===== src/rtl/pipe_skid_stage.sv =====
// pipe_skid_stage: parametrised pipeline-stage register with a valid/ready
// handshake and a 2-entry skid buffer (main = head, skid = overflow).
// in_ready_o is decoded from the state register only, so downstream
// back-pressure never forms a combinational path to the upstream stage.
// stall_i freezes the stage; flush_i empties it and leaves a zero bubble.
// Saturating counters record stall cycles and flush cycles.
module pipe_skid_stage #(
    parameter int DATA_W = 64,
    parameter int CNT_W  = 16
) (
    input  logic              clk_i,
    input  logic              rst_n_i,
    input  logic              in_valid_i,
    input  logic [DATA_W-1:0] in_data_i,
    output logic              in_ready_o,
    output logic              out_valid_o,
    output logic [DATA_W-1:0] out_data_o,
    input  logic              out_ready_i,
    input  logic              stall_i,
    input  logic              flush_i,
    input  logic              clr_cnt_i,
    output logic [1:0]        occ_o,
    output logic [CNT_W-1:0]  stall_cnt_o,
    output logic [CNT_W-1:0]  flush_cnt_o
);

    // The encoding doubles as the occupancy count.
    typedef enum logic [1:0] {
        EMPTY = 2'd0,
        FULL1 = 2'd1,
        FULL2 = 2'd2
    } state_t;

    localparam logic [CNT_W-1:0] CNT_MAX = '1;

    state_t             state;
    logic [DATA_W-1:0]  main_q;
    logic [DATA_W-1:0]  skid_q;
    logic [CNT_W-1:0]   stall_cnt_q;
    logic [CNT_W-1:0]   flush_cnt_q;
    logic               in_fire;
    logic               out_fire;

    // A transfer needs both handshake sides and neither hold nor kill.
    assign in_fire  = in_valid_i & in_ready_o & ~stall_i & ~flush_i;
    assign out_fire = out_valid_o & out_ready_i & ~stall_i & ~flush_i;

    // Outputs are pure decodes of registers; no input reaches them.
    assign out_data_o  = main_q;
    assign out_valid_o = (state != EMPTY);
    assign in_ready_o  = (state != FULL2);
    assign occ_o       = state;
    assign stall_cnt_o = stall_cnt_q;
    assign flush_cnt_o = flush_cnt_q;

    // Skid-buffer FSM: flush beats stall beats handshake.
    // NOTE: sequential state uses <= so every flop samples pre-edge values.
    always_ff @(posedge clk_i or negedge rst_n_i) begin
        if (!rst_n_i) begin
            // NOTE: payload flops are reset too; a zero head is the bubble
            // that downstream decodes as a NOP while out_valid_o is low.
            state  <= EMPTY;
            main_q <= '0;
            skid_q <= '0;
        end else if (flush_i) begin
            state  <= EMPTY;
            main_q <= '0;
            skid_q <= '0;
        end else begin
            // During stall both fires are low, so every branch holds.
            case (state)
                EMPTY: begin
                    if (in_fire) begin
                        state  <= FULL1;
                        main_q <= in_data_i;
                    end
                end
                FULL1: begin
                    if (in_fire && out_fire) begin
                        main_q <= in_data_i;
                    end else if (in_fire) begin
                        state  <= FULL2;
                        skid_q <= in_data_i;
                    end else if (out_fire) begin
                        state  <= EMPTY;
                        main_q <= '0;
                    end
                end
                FULL2: begin
                    // in_ready_o is low here, so only the head can leave.
                    if (out_fire) begin
                        state  <= FULL1;
                        main_q <= skid_q;
                        skid_q <= '0;
                    end
                end
                default: begin
                    state  <= EMPTY;
                    main_q <= '0;
                    skid_q <= '0;
                end
            endcase
        end
    end

    // Saturating event counters; a clear wins over the same-cycle event.
    always_ff @(posedge clk_i or negedge rst_n_i) begin
        if (!rst_n_i) begin
            stall_cnt_q <= '0;
            flush_cnt_q <= '0;
        end else if (clr_cnt_i) begin
            stall_cnt_q <= '0;
            flush_cnt_q <= '0;
        end else begin
            if (stall_i && !flush_i && stall_cnt_q != CNT_MAX)
                stall_cnt_q <= stall_cnt_q + 1'b1;
            if (flush_i && flush_cnt_q != CNT_MAX)
                flush_cnt_q <= flush_cnt_q + 1'b1;
        end
    end

endmodule


===== config.mk =====
export PLATFORM = sky130hd
export DESIGN_NAME = pipe_skid_stage
export DESIGN_NICKNAME = d
export VERILOG_FILES = /design/src/rtl/pipe_skid_stage.sv
export SDC_FILE = /design/constraint.sdc
export NUM_CORES = 1
export LEC_CHECK = 0
export BUFFER_PORTS_ARGS = -buffer_cell sky130_fd_sc_hd__clkbuf_2
export CELL_PAD_IN_SITES_DETAIL_PLACEMENT = 0
export CELL_PAD_IN_SITES_GLOBAL_PLACEMENT = 1
export CORE_MARGIN = 2
export CORE_UTILIZATION = 41
export CTS_CLUSTER_DIAMETER = 120
export DETAILED_ROUTE_END_ITERATION = 10
export HOLD_SLACK_MARGIN = 0.06
export PLACE_DENSITY_LB_ADDON = 0.05
export RECOVER_POWER = 100
export SLEW_MARGIN = 20
export SYNTH_ARGS = -nofsm -noshare
export SYNTH_HDL_FRONTEND = slang
export SYNTH_SLANG_ARGS = --single-unit
export TNS_END_PERCENT = 50

===== constraint.sdc =====
create_clock -name clk_i -period 2.5 [get_ports clk_i]
set_clock_uncertainty 0.1 [all_clocks]
set_input_delay 0.25 -clock clk_i [delete_from_list [all_inputs] [get_ports clk_i]]
set_output_delay 0.25 -clock clk_i [all_outputs]
set_load 0.01 [all_outputs]

==> impl_metrics.xml <==
<?xml version="1.0" encoding="UTF-8"?>
<metrics>
  <group name="detailed_routing">
    <metric name="detailroute.wirelength.met3" unit="um">922</metric>
    <metric name="drt-wirelength-per-cell" unit="um">16.03</metric>
    <metric name="finalWirelength" unit="mm">19.77</metric>
    <metric name="average_via_count_per_standard_cell" unit="">5.171</metric>
    <metric name="m1WireLength" unit="mm">9.108</metric>
    <metric name="first_pass_iters" unit="">10</metric>
    <metric name="vias" unit="">6376</metric>
    <metric name="detail-route-antenna-nets" unit="">0</metric>
    <metric name="routed-wl-met2" unit="mm">9.527</metric>
    <metric name="drt_first_iter_violations" unit="">362</metric>
    <metric name="top_layer_used" unit="">met4</metric>
    <metric name="detail_route.drc_violations" unit="">9</metric>
  </group>
  <group name="synth">
    <metric name="synth.avg_cell_area" unit="sq um">9.801</metric>
    <metric name="syn_inst" unit="">774</metric>
    <metric name="synth-edff-count" unit="">0</metric>
    <metric name="synth-seq-cells" unit="">162</metric>
    <metric name="syn_area" unit="sq mm">0.007586</metric>
    <metric name="yosysSeqAreaShare" unit="%">53.44</metric>
    <metric name="synthFlopType" unit="">sky130_fd_sc_hd__dfrtp_1</metric>
    <metric name="ys_async_sr_fraction" unit="%">100.0</metric>
    <metric name="post_synth_num_cell_types" unit="">54</metric>
    <metric name="ys.warnings.count" unit="">0</metric>
    <metric name="syn_nets" unit="">847</metric>
  </group>
  <group name="final_layout">
    <metric name="filler_cell_count" unit="">1782</metric>
    <metric name="area.growth.synth_to_final" unit="%">23.80</metric>
    <metric name="layout.cells.most_common" unit="">sky130_fd_sc_hd__nand2_1</metric>
    <metric name="register_area" unit="sq mm">0.004054</metric>
    <metric name="fin_util" unit="%">51.93</metric>
    <metric name="antenna_cells_inserted" unit="">0</metric>
    <metric name="nNetsFinal" unit="">1065</metric>
    <metric name="layout-drive-gt1-share" unit="%">13.35</metric>
    <metric name="multi_input_comb_area" unit="sq mm">0.002885</metric>
    <metric name="layout_common_cells" unit="">sky130_fd_sc_hd__nand2_1, sky130_fd_sc_hd__dfrtp_1, sky130_fd_sc_hd__o21ai_0, sky130_fd_sc_hd__clkbuf_1, sky130_fd_sc_hd__clkbuf_2</metric>
  </group>
  <group name="status">
    <metric name="failed_checks" unit="">DRC</metric>
    <metric name="status" unit="">finished, violations left</metric>
  </group>
  <group name="clocking">
    <metric name="ctsRootBufferMaster" unit="">sky130_fd_sc_hd__clkbuf_16</metric>
    <metric name="cts.clk_slew.worst_paths" unit="ns">0.06</metric>
    <metric name="cts_tree" unit="">built</metric>
    <metric name="insertion_delay" unit="ns">0.42</metric>
    <metric name="tritoncts.num_buffers" unit="">17</metric>
    <metric name="post-cts-setup-buffers" unit="">0</metric>
    <metric name="post_cts_resized" unit="">0</metric>
    <metric name="clock-sinks" unit="">162</metric>
    <metric name="h-tree-depth" unit="">4</metric>
    <metric name="cts_hold_repair.buffers" unit="">66</metric>
    <metric name="max-clock-path-buffers" unit="">2</metric>
  </group>
  <group name="power">
    <metric name="power-per-cell-area" unit="mW/mm^2">634.6</metric>
    <metric name="worst_ir_drop_vdd" unit="mV">0.4871</metric>
    <metric name="p_leak" unit="nW">4.093</metric>
  </group>
  <group name="sta">
    <metric name="worst_pin_slew" unit="ns">1.425</metric>
    <metric name="min_period" unit="ns">2.268</metric>
    <metric name="hold-worst-slack" unit="ns">0.1999</metric>
    <metric name="hold_viol_final" unit="">0</metric>
    <metric name="fmaxAchievable" unit="MHz">440.9</metric>
    <metric name="timing.slew.headroom" unit="%">4.989</metric>
    <metric name="tns" unit="ns">0</metric>
    <metric name="pins_over_slew_limit" unit="">0</metric>
    <metric name="min_period_over_period" unit="%">90.71</metric>
    <metric name="setup_repair_after_global_routing_missed_its_margin" unit="">false</metric>
    <metric name="setup-violations-final" unit="">0</metric>
  </group>
  <group name="placement">
    <metric name="buffer_ports.inserted" unit="">170</metric>
    <metric name="gp_congestion" unit="">0.7984</metric>
    <metric name="post-dp-hpwl" unit="mm">12.53</metric>
  </group>
  <group name="critical_path">
    <metric name="timing.critical_path.buf_inv" unit="">0</metric>
    <metric name="cp_cell_sequence" unit="">ha_1, nand2_1, or3_1, o21ai_2, o31ai_1, a21oi_1</metric>
    <metric name="critical-path-max-stage-delay" unit="ns">0.57</metric>
    <metric name="start_kind" unit="">flop</metric>
    <metric name="arrival" unit="ns">2.52</metric>
    <metric name="worstSetupPathType" unit="">reg2reg</metric>
    <metric name="reg2reg_depth" unit="">6</metric>
    <metric name="critical_path_stages" unit="">6</metric>
    <metric name="critical-path-slowest-cell" unit="">sky130_fd_sc_hd__o21ai_2</metric>
    <metric name="worst_path_dominant_cell_family" unit="">compound AO/OA/AOI/OAI gates</metric>
    <metric name="required_time_reported_for_the_critical_path_endpoint" unit="ns">2.75</metric>
    <metric name="critical_path.max_fanout" unit="">17</metric>
    <metric name="endpoint_kind" unit="">flop</metric>
  </group>
  <group name="global_route">
    <metric name="maximum_number_of_pins_on_one_net_before_global_route_repair" unit="">73</metric>
    <metric name="via_count_of_the_first_global_routing_pass" unit="">6339</metric>
    <metric name="global_route_wire_length_before_repair" unit="mm">32.52</metric>
    <metric name="antenna_violations_before_repair" unit="">0</metric>
    <metric name="track_usage" unit="%">20.64</metric>
    <metric name="overflow" unit="">0</metric>
  </group>
  <group name="floorplanning">
    <metric name="floorplan.die_area" unit="sq mm">0.01961</metric>
    <metric name="fp.coreArea" unit="sq mm">0.01809</metric>
    <metric name="die_w" unit="um">140.0</metric>
    <metric name="std_cell_rows" unit="">49</metric>
    <metric name="die_height" unit="um">140.0</metric>
    <metric name="effective_utilization_at_floorplan" unit="%">41.94</metric>
    <metric name="ios" unit="">171</metric>
  </group>
  <group name="run">
    <metric name="timing.max_cap.violations" unit="">0</metric>
  </group>
  <group name="hold_path">
    <metric name="min_delay_path_depth" unit="">2</metric>
    <metric name="hp-class" unit="">in2reg</metric>
  </group>
</metrics>
==> path summary, 6_finish.rpt <==
path / from / endpoint / slack, ns
worst min-delay path: flush_i / occ_o[0] / 0.20
min in group asynchronous: rst_n_i / skid_q[5] / 0.59
worst max-delay path: flush_cnt_o[0] / flush_cnt_o[15] / 0.23
worst min register to register: out_data_o[54] / out_data_o[54] / 0.38
worst max register to register: flush_cnt_o[0] / flush_cnt_o[15] / 0.23
max in group asynchronous: rst_n_i / skid_q[11] / 0.48
==> metrics by stage <==
stage / power [W] / setup slack (ns) / instances / area [sq um]
after floorplan: 0.003332 / 0.5512 / 774 / 7586
after global placement: 0.003652 / 0.2789 / 1136 / 8625
after detailed placement: 0.003673 / 0.1826 / 1136 / 8625
after CTS: 0.006165 / 0.2120 / 1233 / 9812
after global routing: 0.006233 / 0.04124 / 1233 / 9392
final: 0.005960 / 0.2322 / 1233 / 9392
==> cell type report <==
cell class                 count  share of cell area, %
multi-input combinational    549                  30.72
tap                          229                  3.051
inverter                       8                 0.3197
clock buffer                  19                  4.716
timing repair buffer         254                  17.13
sequential                   162                  43.17
clock inverter                12                 0.8926
==> registers in the layout (all words and copies together), names as in the netlist <==
name,flops
flush_cnt_o,16
out_data_o,64
stall_cnt_o,16
skid_q,64
occ_o,2
==> synth_stat cells, types with 2 or more instances <==
library cell	count	area, sq um
sky130_fd_sc_hd__nor2_1	26	97.59
sky130_fd_sc_hd__buf_12	6	120.1
sky130_fd_sc_hd__a22oi_1	64	480.5
sky130_fd_sc_hd__xnor2_1	8	70.07
sky130_fd_sc_hd__o21a_1	2	15.01
sky130_fd_sc_hd__dfrtp_1	162	4054
sky130_fd_sc_hd__nand2b_1	2	12.51
sky130_fd_sc_hd__o21ai_0	72	360.4
sky130_fd_sc_hd__o31ai_1	5	37.54
sky130_fd_sc_hd__clkbuf_1	24	90.09
sky130_fd_sc_hd__nand4_1	5	31.28
sky130_fd_sc_hd__or2_2	2	12.51
sky130_fd_sc_hd__and3_1	3	18.77
sky130_fd_sc_hd__or4_1	7	52.55
sky130_fd_sc_hd__ha_1	2	25.02
sky130_fd_sc_hd__a21oi_1	12	60.06
sky130_fd_sc_hd__xor2_1	4	35.03
sky130_fd_sc_hd__a31oi_1	4	25.02
sky130_fd_sc_hd__nor4_1	2	12.51
sky130_fd_sc_hd__o21ai_2	60	525.5
sky130_fd_sc_hd__nor3_1	12	60.06
sky130_fd_sc_hd__buf_6	9	101.4
sky130_fd_sc_hd__mux2i_1	2	20.02
sky130_fd_sc_hd__and4_1	3	26.28
sky130_fd_sc_hd__buf_1	2	7.510
sky130_fd_sc_hd__inv_1	8	30.03
sky130_fd_sc_hd__nand3_1	13	65.06
sky130_fd_sc_hd__or3_1	3	18.77
sky130_fd_sc_hd__buf_2	13	65.06
sky130_fd_sc_hd__nor2b_1	4	25.02
sky130_fd_sc_hd__nor3b_1	2	15.01
sky130_fd_sc_hd__nor2_2	3	18.77
sky130_fd_sc_hd__nand2_1	207	777.0
==> per-layer routing <==
layer	up-vias	global-route usage (%)
met1	3071	27.65
met4	0	6.326
li1	3123	-
met3	16	4.308
met5	-	0
met2	166	33.99
==> logic make-up after synthesis <==
logic type	after synthesis	synth area share [%]
and+or+nand+nor	303	17.65
AOI/OAI and AO/OA	230	21.38
DFF	162	53.44
buffers and inverters	63	5.559
xor gates and xnor gates	12	1.385
muxes	2	0.2639
adders and majority gates	2	0.3298
==> report_power, final <==
part	internal (W)	switching (W)
Combinational	0.000287	0.000449
Sequential	0.00276	0.0000845
Clock	0.00129	0.00109
Total	0.00434	0.00162
Note: power is estimated with default switching activity, not from simulation.
